**src/rtl/mem_pkg.sv**
```systemverilog
// mem_pkg: shared state encodings, default sizes and sizing helpers for mem_bank_hs
package mem_pkg;
  typedef enum logic [1:0] {ST_IDLE = 2'd0, ST_WAIT = 2'd1, ST_RESP = 2'd2} state_t;
  localparam int DEF_DATA_W = 16;
  localparam int DEF_ADDR_W = 9;
  localparam int DEF_DEPTH = 256;
  function automatic int lanes(input int data_w);
    return data_w / 8;
  endfunction
  function automatic int idx_w(input int depth);
    return depth > 1 ? $clog2(depth) : 1;
  endfunction
endpackage

```
**src/rtl/mem_array.sv**
```systemverilog
// mem_array: zero-initialised word storage with combinational read and byte-masked clocked write
module mem_array import mem_pkg::*; #(
  parameter int DATA_W = DEF_DATA_W,
  parameter int DEPTH = DEF_DEPTH,
  parameter int AW = idx_w(DEPTH)
) (
  input  logic                       clk,
  input  logic                       we,
  input  logic [AW-1:0]              addr,
  input  logic [DATA_W-1:0]          wdata,
  input  logic [lanes(DATA_W)-1:0]   be,
  output logic [DATA_W-1:0]          rdata
);
  logic [DATA_W-1:0] mem [DEPTH] = '{default: '0};
  assign rdata = mem[addr];
  // Only lanes with their byte enable set take the new data.
  always_ff @(posedge clk)
    for (int i = 0; i < lanes(DATA_W); i++)
      if (we && be[i]) mem[addr][8*i +: 8] <= wdata[8*i +: 8];
endmodule

```
**src/rtl/mem_bank_hs.sv**
```systemverilog
// mem_bank_hs: handshaked single-port memory with programmable wait states and range checking
module mem_bank_hs import mem_pkg::*; #(
  parameter int DATA_W = DEF_DATA_W,
  parameter int ADDR_W = DEF_ADDR_W,
  parameter int DEPTH = DEF_DEPTH,
  parameter int WAIT_CYCLES = 2
) (
  input  logic                      clk,
  input  logic                      rst,
  input  logic                      req_valid,
  output logic                      req_ready,
  input  logic                      req_wr,
  input  logic [ADDR_W-1:0]         req_addr,
  input  logic [DATA_W-1:0]         req_wdata,
  input  logic [lanes(DATA_W)-1:0]  req_be,
  output logic                      rsp_valid,
  input  logic                      rsp_ready,
  output logic [DATA_W-1:0]         rsp_rdata,
  output logic                      rsp_err
);
  localparam int AW = idx_w(DEPTH);
  localparam logic [3:0] WLAST = 4'(WAIT_CYCLES > 0 ? WAIT_CYCLES - 1 : 0);
  state_t state, state_n;
  logic [3:0] cnt;
  logic [ADDR_W-1:0] addr_q, addr_sel;
  logic wr_q, wr_sel, accept, in_range, enter_resp;
  logic [DATA_W-1:0] rdata;
  assign req_ready = state == ST_IDLE && !rst;
  assign rsp_valid = state == ST_RESP;
  assign accept = req_valid && req_ready;
  assign addr_sel = state == ST_IDLE ? req_addr : addr_q;
  assign wr_sel = state == ST_IDLE ? req_wr : wr_q;
  assign in_range = 32'(addr_sel) < DEPTH;
  assign enter_resp = state != ST_RESP && state_n == ST_RESP;
  mem_array #(.DATA_W(DATA_W), .DEPTH(DEPTH)) u_array (
    .clk   (clk),
    .we    (accept && req_wr && in_range),
    .addr  (addr_sel[AW-1:0]),
    .wdata (req_wdata),
    .be    (req_be),
    .rdata (rdata)
  );
  // Next-state: accept from IDLE, count out the wait states, hold RESP until consumed.
  always_comb begin
    state_n = state;
    state_n = state == ST_IDLE ? (accept ? (WAIT_CYCLES == 0 ? ST_RESP : ST_WAIT) : ST_IDLE)
            : state == ST_WAIT ? (cnt == WLAST ? ST_RESP : ST_WAIT)
            : state == ST_RESP ? (rsp_ready ? ST_IDLE : ST_RESP) : ST_IDLE;
  end
  // State, wait counter, request latches and the response registers loaded on entry to RESP.
  always_ff @(posedge clk or posedge rst)
    if (rst) begin
      state <= ST_IDLE;
      cnt <= '0;
      addr_q <= '0;
      wr_q <= 1'b0;
      rsp_rdata <= '0;
      rsp_err <= 1'b0;
    end else begin
      state <= state_n;
      cnt <= state == ST_WAIT ? cnt + 4'd1 : '0;
      if (accept) begin
        addr_q <= req_addr;
        wr_q <= req_wr;
      end
      if (enter_resp) begin
        rsp_err <= !in_range;
        rsp_rdata <= (wr_sel || !in_range) ? '0 : rdata;
      end
    end
endmodule
```
**config.mk**
```make
export PLATFORM = sky130hd
export DESIGN_NAME = mem_bank_hs
export DESIGN_NICKNAME = d
export VERILOG_FILES = /design/src/rtl/mem_pkg.sv /design/src/rtl/mem_array.sv /design/src/rtl/mem_bank_hs.sv
export SDC_FILE = /design/constraint.sdc
export NUM_CORES = 2
export LEC_CHECK = 0
export ABC_CLOCK_PERIOD_IN_PS = 4280
export CORE_ASPECT_RATIO = 1.25
export CORE_MARGIN = 3
export CORE_UTILIZATION = 45
export CTS_CLUSTER_DIAMETER = 60
export DETAILED_ROUTE_END_ITERATION = 6
export PLACE_DENSITY = 0.57
export SLEW_MARGIN = 20
export SYNTH_ARGS = -nofsm -noshare
export SYNTH_HDL_FRONTEND = slang
export SYNTH_SLANG_ARGS = --single-unit
```
**constraint.sdc**
```tcl
create_clock -name clk -period 4.28 [get_ports clk]
set_input_delay 0.428 -clock clk [delete_from_list [all_inputs] [get_ports clk]]
set_output_delay 0.428 -clock clk [all_outputs]
set_load 0.05 [all_outputs]
```
* Word-level counts from Yosys, hierarchy flattened *
Memories as Yosys holds them, arrays and structs flattened.
Index checks and enable logic that the tools add are counted.

word-level totals
  flip-flop bits (word level) = 33
  bits in writable memories = 4096
  input port bits = 32
  output and inout bits = 19
  word-level logic and storage cells = 39
  memories kept = 1

cells by class
  $add $sub $neg = 1
  $lt $le $gt $ge = 1
  eq/ne operators = 5
  multiplexer cells = 14
  reductions and logical operators = 11

memory list
  memory       depth  width  rd ports  clocked after Yosys merged registers in  wr ports  line             text
  u_array.mem  256    16     1         0                                        1         mem_array.sv:14  logic [DATA_W-1:0] mem [DEPTH] = '{default: '0};

operators by type and width
  kind                                               number
  two-way mux 16 bit                                 1
  two-way mux 2 bit                                  5
  less-than comparator 9 bit, second input constant  1
  two-way mux 9 bit                                  1
  logical AND 1 bit                                  7
  two-way mux 1 bit                                  6
  adder 4 x 1 -> 4 bit, second input constant        1
  == test 2 bit, second input constant               2
  == test 4 x 1 -> 1 bit, second input constant      1
  two-way mux 4 bit                                  1
  == test 2 x 1 -> 1 bit, second input constant      1
  logical NOT 1 bit                                  2
  logical NOT 2 bit                                  1
  != test 2 bit, second input constant               1
  logical OR 1 bit                                   1

* Depth between registers and ports, before layout *
  word-level depth = 8
  mapped depth = 15
  gate-level depth less buffers = 8

* Hierarchy *
Synthesis repeated with hierarchy kept, for this count alone.

second synthesis, totals
  cell total of the unflattened synthesis = 7136
  area, all modules = 157940.2 um^2

modules (own cells, without submodules)
  module       times used  cells each  area an instance (um^2)  seq. area each (um^2)
  mem_array    1           7020        156373.7                 122998.0
  mem_bank_hs  1           116         1566.5                   825.8

* Least setup slack after synthesis *
OpenSTA, ideal clock, no wires.

  kind = reg2reg
  start point = register state[0]
  end point = memory u_array.mem[106][10] (netlist name) (enable)
  library setup time = 0.370 ns
  arrival = 3.239 ns
  required time = 3.910 ns
  setup slack = 0.670 ns
  cell stages (with the launch flop) = 12
  buffers on the path = 3
  clock period less this slack = 3.610 ns
  path through = dfrtp_1 -> buf_6 -> or2_1 -> buf_2 -> nor2_1 -> nand2_1 -> nor3b_1 -> nand2_1 -> nor2_1 -> nand2_1 -> clkbuf_1 -> nor2_1

on the way
  cells in the longest elaborated chain, start to end = 8
  elaborated cells between the ends (all ways) = 10
  classes of those cells = order compare (1); mux (3); reduce/logical (6)

RTL lines
  item                                     line               text
  from (decl)                              mem_bank_hs.sv:23  state_t state, state_n;
  from (signal assigned)                   mem_bank_hs.sv:60  state <= state_n;
  logical NOT 2 bit                        mem_bank_hs.sv:28  assign req_ready = state == ST_IDLE && !rst;
  logical AND 1 bit                        mem_bank_hs.sv:28
  via req_ready                            mem_bank_hs.sv:11  output logic req_ready,
  logical AND 1 bit                        mem_bank_hs.sv:30  assign accept = req_valid && req_ready;
  logical AND 1 bit (2 in series)          mem_bank_hs.sv:37  .we (accept && req_wr && in_range),
  logical AND 1 bit                        mem_array.sv:19    if (we && be[i]) mem[addr][8*i +: 8] <= wdata[8*i +: 8];
  two-way mux 1 bit                        mem_array.sv:19
  two-way mux 1 bit (not written as such)  mem_array.sv:19
  to (decl)                                mem_array.sv:14

The timed path passes the listed nets, and every way through them passes these cells.

* Final worst setup path *
  start point = register state[0]
  end point = register rsp_rdata[0]

on the way
  cells in the longest elaborated chain, start to end = 7
  elaborated cells between the ends (all ways) = 19
  classes of those cells = order compare (1); eq/ne (4); mux (7); reduce/logical (6); memory (1)

RTL lines
  item                                                                           line               text
  parallel branches: the longest is 7 deep, another holds memory (256 x 16 bit)  n/a
  to (signal assigned)                                                           mem_bank_hs.sv:68  rsp_rdata <= (wr_sel || !in_range) ? '0 : rdata;
  to (decl)                                                                      mem_bank_hs.sv:18  output logic [DATA_W-1:0] rsp_rdata,

Several ways; the timed one is not identified.
A chain may end at the register's enable or synchronous reset.

==> flow_summary.toml <==
[layout]
final_core_util_pct = 52.84
multi_input_area_um2 = 24310
fill_cells = 26640
regArea_um2 = 123800
drive_gt1_share_pct = 16.54
area_delta_synth_final_pct = 16.75
nNetsFinal = 9782

[global_route]
track_usage_pct = 25.88
gr-usage-met3_pct = 3.766
grtUsageMet1_pct = 34.44
grt_max_degree = 138
grt_pass1_vias = 89780
met2_usage_pct = 43.56
grt_overflow_total = 0
grt_pass1_wl_um = 645500
antenna_found_initial = 15
grt-busiest-layer = "met2"

[yosys]
yosys_most_used_dff = "edfxtp_1"
synth-compound-area-share_pct = 13.91
synth_top_family_by_area = "compound AO/OA/AOI/OAI gates"
synth_edf_count = 4096
yosysWarnings = 0
syn_inst = 8958
yosys.area_share.xor_xnor_pct = 0.01160
synth.area.mux_share_pct = 0.01409
synth_seq_cells = 4129
synth_common_cells = "edfxtp_1 (4096), o22ai_1 (1927), o21ai_0 (888)"
synth_top_cell_by_area = "edfxtp_1"
seq_area_frac_synth_pct = 82.01
synth_cell_type_count = 47
netlist_area_um2 = 151000
synth_top_area_share_pct = 81.46
yosysMostFrequentCell = "edfxtp_1"
synth_fa_ha_area_share_pct = 0.01657
yosys.area_share.simple_pct = 1.922
syn_area_per_cell_um2 = 16.85
syn-num-nets = 8992
async_flop_share_pct = 0.7992
yosys-top-cells-area = "edfxtp_1 (81%), o22ai_1 (8.0%), o21ai_0 (2.9%)"

[die]
io_pins = 51
core_area_um2 = 333600
row_count = 237
die_y_um = 653.6
die_w_um = 524.1
dieArea_um2 = 342600
initial_core_util_pct = 45.26

[worst_setup_path]
critPathRequiredTime_ns = 5.13
critPathArrivalTime_ns = 5.17
crit_fanout = 25
end_kind = "flip-flop"
crit_type = "reg -> reg"
cp-start-kind = "flip-flop"

[cts]
post-cts-setup-buffers = 0
root_buffer = "clkbuf_16"
cts-hold-fix-buffers = 0
cts_buffers = 395
path_clk_slew_ns = 0.07
cts_tree = "built"
clock_sinks = 4129
cts.htree.levels = 5
cts_buffer_depth = 4
insertion_delay_ns = 0.93

[route]
dr.pass1.iters = 7
drtIter0Drc = 11650
vias_per_cell = 6.292
routed_wirelength_um = 454400
drt_drc_violations_left = 1
final_antenna_net_count = 0
avgRoutedWirePerCell_um = 31.36
num_vias = 91170

[power]
combPwrFrac_pct = 28.2
p_leak_nw = 53.96
p_int_w = 0.07396
irDropWorstVdd_v = 0.0004782
swShare_pct = 32.85
clockPowerShare_pct = 31.1
seqPwrFrac_pct = 40.7
power_density_nw_per_um2 = 624.8
p_sw_w = 0.03618

[sta]
slew_headroom_pct = 15.19
max_freq_mhz = 231.7
setup_viol = 1
fin_worst_skew_ns = 0.06681
min_period_ns = 4.317
grt_setup_unrepaired = "false"
tightest_slew_ns = 1.261
finalCritPeriodShare_pct = 100.9
worst_slack_ns = -0.03663
finalHoldViolCount = 0
fin_setup_tns_ns = -0.03663
hold-worst-slack_ns = 0.02006
maxSlewViolCount = 0

[placement]
dp_hpwl_um = 281900
place.port_buffers = 50
place_congestion = 0.8671

[run_status]
violations = "DRC, setup timing"
status = "finished, violations left"

[worst_hold_path]
min_path_type = "in -> reg"

[flow_run]
max-cap-violations = 0
stage by stage:
stage          instance area [um2]  cells  setup WS, ns  power (W)
3_5_place_dp                163700  13770       -0.5072    0.07635
3_3_place_gp                163600  13770       -0.9694    0.07608
2_1_floorplan               151000   8958        0.6704    0.06112
6_report                    176300  14490      -0.03663     0.1101
5_1_grt                     176300  14480       0.01780     0.1134
4_1_cts                     176200  14480       0.02110     0.1102
worst max-delay path, cell delays in order (launching register included):
cell and delay, ns:
dfrtp_1 0.47, nor2_4 0.36, o21a_4 0.44, buf_12 0.20
buf_4 0.33, buf_4 0.26, o22ai_1 0.10, o21ai_0 0.22
a41oi_1 0.28, nor4_1 1.12, o221ai_1 0.24, o21ai_1 0.18
sequential cells by signal, indices dropped and copies added (netlist names):
| register | count |
|---|---|
| u_array.mem | 4096 |
| rsp_rdata | 16 |
| addr_q | 9 |
| cnt | 4 |
| state | 2 |
| rsp_err | 1 |
| wr_q | 1 |
power groups by stage:
stage | Combinational [W] | Clock [W] | Sequential, W
5_1_grt | 0.0324 | 0.0362 | 0.0448
3_3_place_gp | 0.0304 | 0 | 0.0457
6_report | 0.0311 | 0.0342 | 0.0449
4_1_cts | 0.0307 | 0.0346 | 0.0449
2_1_floorplan | 0.0153 | 0 | 0.0458
3_5_place_dp | 0.0306 | 0 | 0.0457
placed cells by master (no fill, tap or decap), types with 6 or more instances in the layout:
cell                n
a21oi_1            66
a22oi_1           129
a41oi_1           240
buf_12            139
buf_4             885
bufinv_16          36
clkbuf_1           75
clkbuf_16         401
clkbuf_8           19
clkdlybuf4s50_1    34
clkinv_1           89
clkinv_2           63
clkinv_8            8
clkinvlp_4         14
dfrtp_1            33
diode_2            11
edfxtp_1         4096
inv_1               8
inv_6               7
nand2_1            51
nand2_2            28
nand2b_1           10
nand3_1            15
nand3_2             8
nand4_1             7
nor2_1            526
nor3_1              8
nor4_1             25
o21ai_0           887
o21ai_1            98
o21ai_2             6
o21ai_4             6
o22ai_1          1927
o41ai_1            31
or3_1               6
or4_1               6
worst paths after layout:
kind                                    start                      endpoint  slack (ns)  cells past startpoint
hold / removal                   req_wdata[0]  u_array.mem[48][0]$_DFFE_PP_        0.02                      1
setup reg to reg           state[0]$_DFF_PP0_      rsp_rdata[0]$_DFFE_PP0P_       -0.04                     11
min in group asynchronous                 rst      rsp_rdata[9]$_DFFE_PP0P_        0.18                      3
setup / recovery           state[0]$_DFF_PP0_      rsp_rdata[0]$_DFFE_PP0P_       -0.04                     11
hold reg to reg              wr_q$_DFFE_PP0P_              wr_q$_DFFE_PP0P_        0.49                      2
max in group asynchronous                 rst      rsp_rdata[7]$_DFFE_PP0P_        3.56                      3
layout make-up:
class	instances	share of cell area, %
sequential	4129	70.24
multi-input combinational	4136	13.79
clock buffer	479	5.875
timing repair buffer	1077	5.696
tap	4421	3.138
clock inverter	228	1.223
inverter	9	0.01916
antenna	11	0.01561
timing repair:
item | in CTS | in global routing
endpoints found under the setup margin | 3 | 2
pin swaps | 0 | 0
resized for setup | 3 | 2
logic make-up (layout without fill, tap and decap cells):
family,Yosys count,in the layout
AO/OA/AOI/OAI,3422,3422
AND/OR/NAND/NOR,708,708
multiplexers,2,2
other,0,11
buffers and inverters,693,1793
XOR/XNOR,2,2
adder cells (fa/ha/maj),2,2
flip-flops,4129,4129
metal layers:
metal / wire length [um] / part of all wire [%]
met5: 29 / 0.0064
met2: 225700 / 50
met4: 17340 / 3.8
met3: 36680 / 8.1
met1: 174700 / 38
No activity file was read; power rests on OpenSTA's default activity.
